--- config.mk ---
export PLATFORM = sky130hd
export DESIGN_NAME = slavefifo2b_streamout_sink_flat
export DESIGN_NICKNAME = d
export VERILOG_FILES = /design/src/rtl/slavefifo2b_streamout_sink_if.sv /design/src/rtl/slavefifo2b_streamout_sink.sv /design/src/flat_wrapper.sv
export SDC_FILE = /design/constraint.sdc
export NUM_CORES = 1
export LEC_CHECK = 0
export ABC_AREA = 0
export BUFFER_PORTS_ARGS = -buffer_cell sky130_fd_sc_hd__buf_2
export CAP_MARGIN = 20
export CELL_PAD_IN_SITES_DETAIL_PLACEMENT = 0
export CELL_PAD_IN_SITES_GLOBAL_PLACEMENT = 1
export CORE_MARGIN = 8
export CORE_UTILIZATION = 43
export CTS_BUF_LIST = sky130_fd_sc_hd__clkbuf_8
export DETAILED_ROUTE_END_ITERATION = 16
export PLACE_DENSITY_LB_ADDON = 0.1
export SYNTH_ARGS = -nofsm -noshare
export SYNTH_HDL_FRONTEND = slang
export SYNTH_SLANG_ARGS = --single-unit
--- constraint.sdc ---
create_clock -name clk_100 -period 5.6 [get_ports clk_100]
set_input_delay 0.56 -clock clk_100 [delete_from_list [all_inputs] [get_ports clk_100]]
set_output_delay 0.56 -clock clk_100 [all_outputs]
set_load 0.02 [all_outputs]
--- src/rtl/slavefifo2b_streamout_sink_if.sv ---
// Stream-OUT sink bundle: FX3 read strobes and DQ bus in, valid/ready word stream out.
// The slave modport is the sink itself; master is whoever drives strobes and consumes words.
interface slavefifo2b_streamout_sink_if #(
    parameter int DATA_W = 32
);
    logic              slrd_;
    logic              sloe_;
    logic [DATA_W-1:0] fx3_data;
    logic [DATA_W-1:0] out_data;
    logic              out_valid;
    logic              out_ready;

    modport master (
        output slrd_, sloe_, fx3_data, out_ready,
        input  out_data, out_valid
    );

    modport slave (
        input  slrd_, sloe_, fx3_data, out_ready,
        output out_data, out_valid
    );
endinterface

--- src/rtl/slavefifo2b_streamout_sink.sv ---
// FX3 slave-FIFO stream-OUT sink: realigns slrd_/sloe_ to read latency, captures words into a show-ahead FIFO.
// Define STREAMOUT_CHECK_EN to compile in the incrementing-pattern checker feeding err_count.
module slavefifo2b_streamout_sink #(
    parameter int DATA_W       = 32,
    parameter int RD_LATENCY   = 3,
    parameter int DEPTH        = 16,
    parameter int AFULL_MARGIN = 4
) (
    input  logic                          clk_100,
    input  logic                          reset_,
    slavefifo2b_streamout_sink_if.slave   sif,
    output logic                          fifo_afull,
    output logic                          overflow,
    input  logic                          stats_clr,
    output logic [31:0]                   word_count,
    output logic [15:0]                   err_count
);

    localparam int          AW        = $clog2(DEPTH);
    localparam logic [AW:0] FULL_CNT  = (AW+1)'(DEPTH);
    localparam logic [AW:0] AFULL_CNT = (AW+1)'(DEPTH - AFULL_MARGIN);
    localparam logic [AW:0] CNT_ONE   = (AW+1)'(1);
    localparam logic [AW-1:0] PTR_ONE = AW'(1);

    logic [RD_LATENCY-1:0] rd_pipe;
    logic [DATA_W-1:0]     mem [DEPTH];
    logic [AW-1:0]         wr_ptr;
    logic [AW-1:0]         rd_ptr;
    logic [AW:0]           count;
    logic                  cap;
    logic                  full;
    logic                  pop;
    logic                  push;
    logic                  drop;

    // Strobe stage boundary: a read cycle surfaces as cap exactly RD_LATENCY edges later.
    always_ff @(posedge clk_100 or negedge reset_) begin
        if (!reset_) begin
            rd_pipe <= '0;
        end else begin
            rd_pipe[0] <= ~sif.slrd_ & ~sif.sloe_;
            for (int i = 1; i < RD_LATENCY; i++) begin
                rd_pipe[i] <= rd_pipe[i-1];
            end
        end
    end

    assign cap  = rd_pipe[RD_LATENCY-1];
    assign full = (count == FULL_CNT);
    assign pop  = sif.out_valid & sif.out_ready;
    // A pop in the same cycle frees the slot, so a full FIFO can still accept.
    assign push = cap & (~full | pop);
    assign drop = cap & full & ~pop;

    // FIFO write stage boundary: storage carries no reset, only pointers and count do.
    always_ff @(posedge clk_100) begin
        if (push) begin
            mem[wr_ptr] <= sif.fx3_data;
        end
    end

    always_ff @(posedge clk_100 or negedge reset_) begin
        if (!reset_) begin
            wr_ptr <= '0;
            rd_ptr <= '0;
            count  <= '0;
        end else begin
            if (push) wr_ptr <= wr_ptr + PTR_ONE;
            if (pop)  rd_ptr <= rd_ptr + PTR_ONE;
            case ({push, pop})
                2'b10:   count <= count + CNT_ONE;
                2'b01:   count <= count - CNT_ONE;
                default: count <= count;
            endcase
        end
    end

    assign sif.out_data  = mem[rd_ptr];
    assign sif.out_valid = (count != '0);
    assign fifo_afull    = (count >= AFULL_CNT);

    // Statistics stage boundary: stats_clr wins over a same-cycle increment.
    always_ff @(posedge clk_100 or negedge reset_) begin
        if (!reset_) begin
            word_count <= '0;
            overflow   <= 1'b0;
        end else if (stats_clr) begin
            word_count <= '0;
            overflow   <= 1'b0;
        end else begin
            if (push) word_count <= word_count + 32'd1;
            if (drop) overflow   <= 1'b1;
        end
    end

`ifdef STREAMOUT_CHECK_EN
    function automatic logic [15:0] sat_inc16(input logic [15:0] v);
        return (v == 16'hFFFF) ? v : v + 16'd1;
    endfunction

    logic              seeded;
    logic [DATA_W-1:0] expected;

    // Checker stage boundary: every push reseeds, so one bad word costs exactly one error.
    always_ff @(posedge clk_100) begin
        if (push) begin
            expected <= sif.fx3_data + DATA_W'(1);
        end
    end

    always_ff @(posedge clk_100 or negedge reset_) begin
        if (!reset_) begin
            seeded    <= 1'b0;
            err_count <= '0;
        end else if (stats_clr) begin
            seeded    <= 1'b0;
            err_count <= '0;
        end else if (push) begin
            seeded <= 1'b1;
            if (seeded && (sif.fx3_data != expected)) begin
                err_count <= sat_inc16(err_count);
            end
        end
    end
`else
    assign err_count = 16'd0;
`endif

endmodule

--- src/flat_wrapper.sv ---
// flat-port wrapper written by rule: the top's interface ports become plain ports
module slavefifo2b_streamout_sink_flat 
#(
    parameter int DATA_W       = 32,
    parameter int RD_LATENCY   = 3,
    parameter int DEPTH        = 16,
    parameter int AFULL_MARGIN = 4
)
  (clk_100, reset_, fifo_afull, overflow, stats_clr, word_count, err_count, sif_slrd_, sif_sloe_, sif_fx3_data, sif_out_ready, sif_out_data, sif_out_valid);
  slavefifo2b_streamout_sink_if #(.DATA_W(DATA_W)) sif_i ();
  input  logic clk_100;
  input  logic reset_;
  output logic fifo_afull;
  output logic overflow;
  input  logic stats_clr;
  output logic [31:0] word_count;
  output logic [15:0] err_count;
  input wire logic [$bits(sif_i.slrd_)-1:0] sif_slrd_;
  input wire logic [$bits(sif_i.sloe_)-1:0] sif_sloe_;
  input wire logic [$bits(sif_i.fx3_data)-1:0] sif_fx3_data;
  input wire logic [$bits(sif_i.out_ready)-1:0] sif_out_ready;
  output wire logic [$bits(sif_i.out_data)-1:0] sif_out_data;
  output wire logic [$bits(sif_i.out_valid)-1:0] sif_out_valid;
  assign sif_i.slrd_ = sif_slrd_;
  assign sif_i.sloe_ = sif_sloe_;
  assign sif_i.fx3_data = sif_fx3_data;
  assign sif_i.out_ready = sif_out_ready;
  assign sif_out_data = sif_i.out_data;
  assign sif_out_valid = sif_i.out_valid;
  slavefifo2b_streamout_sink #(.DATA_W(DATA_W), .RD_LATENCY(RD_LATENCY), .DEPTH(DEPTH), .AFULL_MARGIN(AFULL_MARGIN)) u_core (.clk_100(clk_100), .reset_(reset_), .sif(sif_i), .fifo_afull(fifo_afull), .overflow(overflow), .stats_clr(stats_clr), .word_count(word_count), .err_count(err_count));
endmodule
After elaboration in Yosys (flattened, before gate mapping)
Memories as Yosys holds them, arrays and structs flattened. Cells that the tools add are included.

$add $sub $neg: 5. $lt $le $gt $ge: 1. Eq/ne operators: 3. Muxes and demuxes: 7. Bitwise operators: 10. Reductions and logical operators: 4.

Operators with widths (number): $mux 32 (2); $add 32x1->32 const B (1); $pmux 5 s2 (1); $add 4x1->4 const B (2); $reduce_bool 2->1 (3); $add 5x1->5 const B (1); $and 1x1->1 (5); $eq 5x5->1 const B (1); $ge 5x4->1 const B (1); $reduce_bool 5->1 (1); $sub 5x1->5 const B (1); $mux 1 (4); $not 1->1 (4); $eq 2x1->1 const B (1); $eq 2x2->1 const B (1); $or 1x1->1 (1).

Flip-flop bits (word level): 49. Bits in writable memories: 512. Input port bits: 38. Output and inout bits: 83. Word-level logic and storage cells: 37. Memories kept: 1.

Memories: u_core.mem (words 16, bits a word 32, rd ports 1, clocked after memory_dff 0, write ports 1, RTL line slavefifo2b_streamout_sink.sv:26) `logic [DATA_W-1:0] mem [DEPTH];`.

Logic depth before layout (Yosys ltp)
Gate-level depths: netlist (run 1).

Depth in word-level cells: 6. Depth in mapped cells: 9.

Worst setup path after synthesis (run 1)
No wires, ideal clock.

Kind: input-to-reg. Start: in sif_out_ready. End: mem u_core.mem[3][0] (enable). Library setup time: 0.461 ns. Arrival time: 3.726 ns. Required time: 5.139 ns. Setup slack: 1.413 ns. Stages: 6. Cell sequence: buf_2 nor2b_1 a21boi_0 clkbuf_1 nand2_1 nor3_1.

Word-level cells in the longest chain between the ends: 5.

Ends and longest elaborated chain: from (decl) (RTL line flat_wrapper.sv:21) `input wire logic [$bits(sif_i.out_ready)-1:0] sif_out_ready;`; $and 1x1->1 (RTL line slavefifo2b_streamout_sink.sv:50) `assign pop = sif.out_valid & sif.out_ready;`; $or 1x1->1 (RTL line slavefifo2b_streamout_sink.sv:52) `assign push = cap & (~full | pop);`; $and 1x1->1 (RTL line slavefifo2b_streamout_sink.sv:52); $mux 1 (RTL line slavefifo2b_streamout_sink.sv:57) `if (push) begin`; $mux 1 (implied by the code) (RTL line slavefifo2b_streamout_sink.sv:58) `mem[wr_ptr] <= sif.fx3_data;`; to (decl) (RTL line slavefifo2b_streamout_sink.sv:26).

No other way between the ends.

Worst setup path in the final report (run 1)
Start: reg u_core.rd_ptr[0]. End: out sif_out_data[26].

Word-level cells in the longest chain between the ends: 1.

Ends and longest elaborated chain: from (decl) (RTL line slavefifo2b_streamout_sink.sv:28) `logic [AW-1:0] rd_ptr;`; from (signal assigned) (RTL line slavefifo2b_streamout_sink.sv:69) `if (pop) rd_ptr <= rd_ptr + PTR_ONE;`; $mem_v2 16x32; to (decl) (RTL line flat_wrapper.sv:22) `output wire logic [$bits(sif_i.out_data)-1:0] sif_out_data;`.

No other way between the ends.

==> flow_summary_export.csv, run 1 <==
group,metric,value,unit
place,port_buffers,104,
die,die_w,241.8,um
pwr,ir_drop,392.9,uV
yosys,post-synth-top-area-cell,"edfxtp_1",
die,dieHeight,241.8,um
yosys,synth_cell_types,46,
sta,clock.fmax,0.2458,GHz
cells_and_area,diodes,0,
sta,rsz0062_at_grt,"no",
clocking,numCtsBuffers,92,
setup_path,crit_chain,"buf_4 > mux4_2 > mux4_2 > buf_2",
yosys,syn_inst,1016,
setup_path,crit_type,"flop to primary output",
sta,fin_crit_sh,72.66,%
sta,worst_clock_skew,34.14,ps
sta,hold_viol,0,
clocking,insertion_delay,660,ps
pwr,p_switching,3.471,mW
global_route,grt_max_degree,71,
yosys,synth_edf_count,512,
cells_and_area,syn_to_final_growth,14.91,%
routing,firstDrtPassIters,5,
cells_and_area,nets,1246,
setup_path,worst-path-max-fanout,46,
clocking,clk_pin_slew_worst_paths,50,ps
setup_path,start_kind,"flop",
sta,fin_setup_tns,0,ps
clocking,post-cts-setup-buffers,0,
die,dieArea,0.05846,sq mm
setup_path,arrival,3510,ps
routing,drt-total-wl,49990,um
routing,vias,10580,
die,initial_core_util,43.60,%
yosys,yosysTopAreaCellShare,70.14,%
setup_path,cp.required,5040,ps
die,rows,82,
sta,setup_slack,1531,ps
setup_path,endpoint_kind,"primary output",
place,place_ws,2093,ps
yosys,ys.flop_type,"edfxtp_1",
pwr,clock_power_share,28.6,%
setup_path,crit_family,"flip-flops",
pwr,leakagePower,8.324,nW
global_route,grt_pass1_wl,75310,um
place,hpwl,27830,um
pwr,seq_power_share,44.4,%
sta,finalHoldWorstSlack,68.76,ps
die,io_pins,121,
cells_and_area,final_cell_mix,"512 x edfxtp_1, 160 x mux4_2, 104 x buf_2, 97 x clkbuf_8, 45 x dfrtp_1",
setup_path,crit_slowest_cell,"dfrtp_4",
global_route,antenna_found_initial,2,
clocking,cts_tree,"built",
clocking,cts.htree.levels,3,
run_status,status,"completed",
yosys,syn_area,0.02192,sq mm
setup_path,cp_slowest_stage_delay,1090,ps
sta,tightest_slew,1071,ps
global_route,grtUsageTotal,17.08,%
flow_run,cap_viol_max_count,0,
clocking,clockBufferDepth,3,
setup_path,critPathBufInv,2,
global_route,grt_pass1_vias,11540,
clocking,cts_sinks,561,
yosys,synth_area_leaders,"edfxtp_1 70%, mux4_2 16%, dfrtp_1 5.6%",
cells_and_area,layout_commonest_cell,"edfxtp_1",
routing,drt_iter0_drc,626,
setup_path,cpMostUsedCell,"mux4_2",
die,coreArea,0.05027,sq mm
routing,vias_per_cell,5.438,
yosys,synth_area_per_cell,21.58,sq um
pwr,total_power,11.50,mW
worst_hold_path,hold_class,"primary input to flop",
pwr,p_int,8.031,mW
yosys,ys_warn_count,0,
pwr,p_sw_share,30.17,%
yosys,synth-seq-cells,561,
sta,slew_violations,0,
sta,finalCriticalPeriod,4069,ps
pwr,powerDensity,456.6,mW/mm^2
cells_and_area,drive_above_1_share,34.77,%
clocking,cts_root_buf,"clkbuf_8",
routing,drc_errors,0,
routing,wl_per_cell,25.69,um
yosys,async_flop_share,8.734,%
clocking,post_cts_resized,0,
yosys,yosysSeqAreaShare,75.73,%
sta,max-slew-margin-rel,28.40,%
global_route,grt.overflow.total,0,
sta,finalSetupViolations,0,
cells_and_area,utilization,50.10,%
pwr,power_frac_comb,27.0,%
clocking,ctsHoldBuffers,1,
routing,ant_nets,0,
place,place.gp.congestion,0.7043,
==> synthesized netlist by cell type (all sizes together), types with 3 or more instances <==
| library cell | n |
|---|---|
| nor2 | 33 |
| edfxtp | 512 |
| xor2 | 9 |
| and2 | 3 |
| nand4 | 15 |
| nand2 | 30 |
| nand2b | 3 |
| o21ai | 16 |
| nor3 | 12 |
| clkbuf | 28 |
| a21oi | 18 |
| dfrtp | 49 |
| nand3 | 10 |
| buf | 37 |
| or3 | 14 |
| xnor2 | 17 |
| inv | 7 |
| mux4 | 160 |
| ha | 8 |
| nor4 | 5 |
| and3 | 4 |
==> kinds of logic after synthesis <==
logic type	count (synthesis)	synth area share, %
muxes	161	16.48
buffers and inverters	72	1.672
AOI/OAI and AO/OA	51	1.461
and+or+nand+nor	136	3.139
DFF	561	75.73
adders and majority gates	8	0.4566
other	1	0.01711
xor gates and xnor gates	26	1.039
==> power by group through the flow <==
stage | Sequential, mW | Clock (mW) | Combinational, mW
floorplan | 4.97 | 0 | 2.39
global placement | 5.20 | 0 | 3.17
detailed placement | 5.21 | 0 | 3.18
CTS | 5.12 | 3.40 | 3.19
global route | 5.15 | 3.57 | 3.32
finish | 5.11 | 3.29 | 3.10
==> final timing paths <==
| check | to | cells after the start | slack, ps | start |
|---|---|---|---|---|
| setup / recovery | sif_out_data[26] | 4 | 1530 | u_core.rd_ptr[0] |
| hold / removal | u_core.rd_pipe[0] | 2 | 70 | sif_slrd_ |
| setup reg to reg | u_core.mem[11][30] | 5 | 2590 | u_core.rd_pipe[2] |
| hold reg to reg | u_core.rd_pipe[2] | 0 | 360 | u_core.rd_pipe[1] |
| max in group asynchronous | u_core.rd_ptr[0] | 3 | 4500 | reset_ |
| min in group asynchronous | u_core.word_count[18] | 3 | 560 | reset_ |
==> state kept, by name, indices dropped and copies added, names as in the netlist <==
name               count
u_core.count           5
u_core.mem           512
u_core.overflow        1
u_core.rd_pipe         3
u_core.rd_ptr          4
u_core.word_count     32
u_core.wr_ptr          4
==> cell type report <==
cell class	instances	area [sq um]
multi-input cells	398	5120
clock buffers	97	1335
inverters	7	26.28
well taps	672	840.8
repair buffers	140	895.9
flip-flops and latches	561	16610
fillers	4171	25080
clock inverters	71	360.3
==> routing by layer <==
metal / up-vias / global-route usage (%) / routed length (um)
li1: 4594 / - / -
met1: 5634 / 22.56 / 21240
met2: 268 / 28.54 / 25350
met3: 84 / 3.737 / 2445
met4: 2 / 4.594 / 939
met5: - / 0 / 9
==> worst reg2reg max path: cells and delay by family (launching register included) <==
| kind | cells | cell delay (ps) |
|---|---|---|
| AOI/OAI and AO/OA | 1 | 250 |
| buffers and inverters | 2 | 620 |
| and+or+nand+nor | 2 | 1190 |
| DFF | 1 | 630 |
==> stage by stage <==
stage	cells	cell area, sq um
after global placement	1772	23390
after detailed placement	1777	23480
after floorplan	1031	21980
after CTS	1946	25190
final	1946	25190
after global routing	1946	25190
(Power assumes the default switching activity.)
==> run 2: changes to the inputs <==
==> constraint.sdc (replaced) <==
create_clock -name clk_100 -period 3.77 [get_ports clk_100]
set_input_delay 0.377 -clock clk_100 [delete_from_list [all_inputs] [get_ports clk_100]]
set_output_delay 0.377 -clock clk_100 [all_outputs]
set_load 0.02 [all_outputs]
==> flow_summary_export.csv, run 2 (synthesis results as in run 1) <==
group,metric,value,unit
global_route,grt_pass1_vias,11480,
global_route,grt_pass1_wl,73750,um
setup_path,crit_type,"flop to primary output",
routing,wl_per_cell,25.22,um
die,die_w,241.8,um
flow_run,cap_viol_max_count,0,
worst_hold_path,hold_start,"sif_fx3_data[2]",
routing,firstDrtPassIters,5,
clocking,post-cts-setup-buffers,0,
sta,rsz0062_at_grt,"no",
pwr,clock_power_share,28.3,%
setup_path,timing.rr.end,"u_core.mem[2][16]",
setup_path,startpoint,"u_core.rd_ptr[0]",
pwr,p_sw_share,30.17,%
place,port_buffers,104,
sta,fin_crit_sh,91.70,%
sta,finalHoldWorstSlack,122.8,ps
run_status,status,"completed",
cells_and_area,regMostFlops,"u_core.mem",
routing,drt-total-wl,49130,um
setup_path,endpoint_kind,"primary output",
pwr,leakagePower,8.352,nW
cells_and_area,nets,1247,
clocking,clk_pin_slew_worst_paths,60,ps
sta,hold_viol,0,
pwr,powerDensity,681.9,mW/mm^2
worst_hold_path,hold_path_end,"u_core.mem[0][2]",
global_route,grtUsageTotal,16.74,%
setup_path,arrival,3080,ps
worst_hold_path,hold_class,"primary input to flop",
global_route,antenna_found_initial,2,
cells_and_area,reg_top3,"u_core.mem x512, u_core.word_count x32, u_core.count x5",
pwr,power_frac_comb,27.2,%
clocking,cts_tree,"built",
clocking,numCtsBuffers,93,
die,rows,82,
clocking,cts.htree.levels,3,
sta,fin_setup_tns,0,ps
setup_path,r2r-start,"u_core.count[2]",
die,initial_core_util,43.60,%
setup_path,worst-path-max-fanout,34,
worst_hold_path,hold_depth,1,
clocking,clockBufferDepth,3,
place,placed_area,0.02349,sq mm
cells_and_area,largest_register_ffs,512,
routing,vias,10500,
place,place.gp.congestion,0.7215,
sta,finalCriticalPeriod,3457,ps
die,coreArea,0.05027,sq mm
cells_and_area,syn_to_final_growth,15.01,%
global_route,grt_max_degree,39,
sta,clock.fmax,0.2893,GHz
sta,finalSetupViolations,0,
setup_path,start_kind,"flop",
routing,vias_per_cell,5.389,
clocking,cts_sinks,561,
cells_and_area,design_area,0.02521,sq mm
routing,ant_nets,0,
clocking,insertion_delay,640,ps
global_route,grt.overflow.total,0,
pwr,ir_drop,396.4,uV
routing,drt_iter0_drc,657,
routing,drc_errors,0,
cells_and_area,layout_commonest_cell,"edfxtp_1",
cells_and_area,drive_above_1_share,34.22,%
sta,tightest_slew,1043,ps
setup_path,cp.required,3390,ps
clocking,cts_root_buf,"clkbuf_8",
pwr,p_int,12.00,mW
pwr,seq_power_share,44.5,%
die,dieHeight,241.8,um
sta,worst_clock_skew,13.08,ps
sta,slew_violations,0,
cells_and_area,final_cell_mix,"512 x edfxtp_1, 160 x mux4_2, 104 x buf_2, 97 x clkbuf_8, 45 x dfrtp_1",
die,dieArea,0.05846,sq mm
pwr,p_switching,5.187,mW
setup_path,r2r_slack,860,ps
sta,max-slew-margin-rel,30.26,%
die,io_pins,121,
setup_path,rr_worst_depth,7,
place,hpwl,27330,um
cells_and_area,utilization,50.15,%
-- run 2: changes by cell type in the layout (fill, tap and decap cells not counted), sizes merged --
cell	before	now
inv	34	40
dlygate4sd3	1	3
clkinvlp	4	2
diode	0	2
clkinv	38	34
buf	139	137
-- run 2: worst max-delay path by stage --
stage                   endpoint  slack (ps)  cells past startpoint
4_1_cts         sif_out_data[11]         170                      4
3_5_place_dp    u_core.mem[2][8]         850                      7
6_report        sif_out_data[11]         310                      4
2_1_floorplan  u_core.mem[15][0]         620                      6
5_1_grt         sif_out_data[11]          90                      4
3_3_place_gp    u_core.mem[2][8]         840                      7
-- run 2: cell type report --
class,count,area (sq um)
diodes,2,5.005
flip-flops and latches,561,16610
clock inverters,71,349.1
repair buffers,140,898.4
multi-input cells,398,5145
inverters,7,26.28
fillers,4141,25060
clock buffers,97,1335
well taps,672,840.8
-- run 2: metal layers --
metal / GRT usage, % / part of all wire, %
met5: 0 / 0
met4: 5.126 / 1.8
met3: 3.682 / 5.0
met2: 27.86 / 50
met1: 21.93 / 44
-- run 2: power groups by stage --
stage	registers [mW]	logic (mW)	clock network [mW]
detailed placement	7.79	4.80	0
global route	7.70	5.01	5.29
finish	7.65	4.68	4.87
global placement	7.78	4.80	0
CTS	7.66	4.81	5.02
floorplan	7.38	3.56	0
-- run 2: critical path, stage by stage (launching register included) --
cell and delay [ps]:
dfrtp_4 790, buf_12 360, mux4_2 540, mux4_2 520
buf_2 180
-- run 2: what timing repair did --
item	in CTS	in global routing
gates resized for setup	0	0
hold buffers	3	0
endpoints found under the hold margin	38	0
-- run 2: through the flow --
stage,setup WS (ps),cells,power [mW]
final,313.0,1948,17.19
after global routing,94.35,1946,18.00
after detailed placement,852.6,1775,12.59
after global placement,839.4,1775,12.59
after CTS,172.6,1946,17.49
after floorplan,620.3,1031,10.95
==> run 3: changes to the inputs <==
==> constraint.sdc (replaced) <==
create_clock -name clk_100 -period 4 [get_ports clk_100]
set_input_delay 0.4 -clock clk_100 [delete_from_list [all_inputs] [get_ports clk_100]]
set_output_delay 0.4 -clock clk_100 [all_outputs]
set_load 0.02 [all_outputs]
==> flow_summary_export.csv, run 3 (synthesis results as in run 1) <==
group,metric,value,unit
run_status,status,"completed",
cells_and_area,final_cell_mix,"512 x edfxtp_1, 160 x mux4_2, 104 x buf_2, 95 x clkbuf_8, 45 x dfrtp_1",
sta,slew_violations,0,
setup_path,critPathBufInv,2,
die,io_pins,121,
routing,firstDrtPassIters,5,
sta,finalSetupViolations,0,
setup_path,crit_slowest_cell,"dfrtp_4",
setup_path,cp-endpoint,"sif_out_data[31]",
clocking,post-cts-setup-buffers,0,
routing,drc_errors,0,
routing,drt_iter0_drc,840,
setup_path,worst-path-max-fanout,15,
cells_and_area,largest_register_ffs,512,
setup_path,timing.rr.end,"u_core.mem[11][15]",
die,dieArea,0.05846,sq mm
die,dieHeight,241.8,um
sta,finalCriticalPeriod,3395,ps
sta,fin_setup_tns,0,ps
cells_and_area,reg_top3,"u_core.mem x512, u_core.word_count x32, u_core.count x5",
place,port_buffers,104,
global_route,grt_pass1_vias,11510,
clocking,numCtsBuffers,92,
place,place.gp.congestion,0.7267,
setup_path,rr_worst_depth,5,
pwr,powerDensity,642.0,mW/mm^2
setup_path,crit_family,"multiplexers",
clocking,cts_root_buf,"clkbuf_8",
clocking,clk_pin_slew_worst_paths,60,ps
cells_and_area,design_area,0.02522,sq mm
setup_path,cpMostUsedCell,"mux4_2",
flow_run,cap_viol_max_count,0,
clocking,cts_sinks,561,
routing,ant_nets,0,
sta,clock.fmax,0.2945,GHz
global_route,grt.overflow.total,0,
clocking,cts_tree,"built",
die,die_w,241.8,um
sta,tightest_slew,1041,ps
cells_and_area,drive_above_1_share,33.99,%
setup_path,startpoint,"u_core.rd_ptr[0]",
clocking,post_cts_resized,0,
pwr,ir_drop,402.6,uV
setup_path,r2r_slack,1180,ps
setup_path,endpoint_kind,"primary output",
die,rows,82,
cells_and_area,regMostFlops,"u_core.mem",
global_route,grt_pass1_wl,75540,um
setup_path,start_kind,"flop",
setup_path,r2r-start,"u_core.rd_pipe[2]",
global_route,antenna_found_initial,3,
cells_and_area,syn_to_final_growth,15.04,%
setup_path,arrival,3000,ps
cells_and_area,layout_commonest_cell,"edfxtp_1",
global_route,grtUsageTotal,17.17,%
sta,hold_viol,0,
clocking,cts.htree.levels,3,
setup_path,cp_slowest_stage_delay,650,ps
place,placed_area,0.02348,sq mm
routing,vias,10640,
routing,drt-total-wl,50170,um
worst_hold_path,hold_class,"primary input to flop",
sta,worst_clock_skew,26.89,ps
setup_path,cp.depth,4,
clocking,clockBufferDepth,3,
cells_and_area,nets,1244,
clocking,insertion_delay,650,ps
setup_path,cp.required,3600,ps
die,initial_core_util,43.60,%
sta,fin_crit_sh,84.88,%
routing,vias_per_cell,5.461,
sta,rsz0062_at_grt,"no",
setup_path,crit_type,"flop to primary output",
sta,max-slew-margin-rel,30.58,%
die,coreArea,0.05027,sq mm
pwr,leakagePower,8.350,nW
global_route,grt_max_degree,54,
cells_and_area,final.fill_count,4144,
setup_path,crit_chain,"buf_4 > mux4_2 > mux4_2 > buf_2",
place,hpwl,25850,um
routing,wl_per_cell,25.75,um
[run 3: worst reg2reg max path: cells and delay by family, from the launching register on]
| kind | cells | cell delay (ps) |
|---|---|---|
| buf+inv | 2 | 680 |
| simple gates | 2 | 870 |
| compound gates | 1 | 250 |
| flops | 1 | 660 |
[run 3: final cells by class]
class	instances	area (sq um)	area share, %
sequential	561	16610	65.87
multi-input combinational	398	5126	20.33
clock buffer	95	1308	5.185
timing repair buffer	138	908.4	3.602
tap	672	840.8	3.334
clock inverter	75	392.9	1.558
inverter	7	26.28	0.1042
antenna	2	5.005	0.01985
[run 3: per-stage QoR]
step	hold slack [ps]	power, mW	instances	utilization (%)	worst slack [ps]
finish	129.0	16.19	1948	50.16	604.7
global route	96.63	16.96	1946	50.15	464.3
CTS	57.39	16.48	1946	50.15	494.8
detailed placement	337.8	11.82	1773	46.71	1167
global placement	344.4	11.82	1773	46.71	1084
floorplan	104.4	10.31	1031	-	11.02
[run 3: how the worst min path moves through the flow]
stage                            from                 end  cells past startpoint
floorplan                      reset_     u_core.count[0]                      0
global placement    u_core.rd_pipe[1]   u_core.rd_pipe[2]                      0
detailed placement  u_core.rd_pipe[0]   u_core.rd_pipe[1]                      0
CTS                  sif_fx3_data[19]   u_core.mem[6][19]                      1
global route         sif_fx3_data[22]  u_core.mem[11][22]                      1
finish               sif_fx3_data[22]  u_core.mem[11][22]                      1
[run 3: report_power, final]
part / total [mW] / internal, mW / leakage, nW / switching, mW
Combinational: 4.40 / 2.17 / 2.10 / 2.24
Clock: 4.62 / 2.40 / 0.985 / 2.22
Sequential: 7.17 / 6.75 / 5.26 / 0.420
[run 3: timing repair]
action                                  in CTS  in global routing
hold buffers                                 3                  0
hold endpoints to repair                    33                  0
endpoints found under the setup margin       0                  0
[run 3: metal layers]
layer	routed length, um	share of wire (%)	track usage, %
met3	2916	5.8	3.715
met4	778	1.6	4.860
met2	24360	49	27.43
met1	22100	44	23.72
met5	12	0.024	0
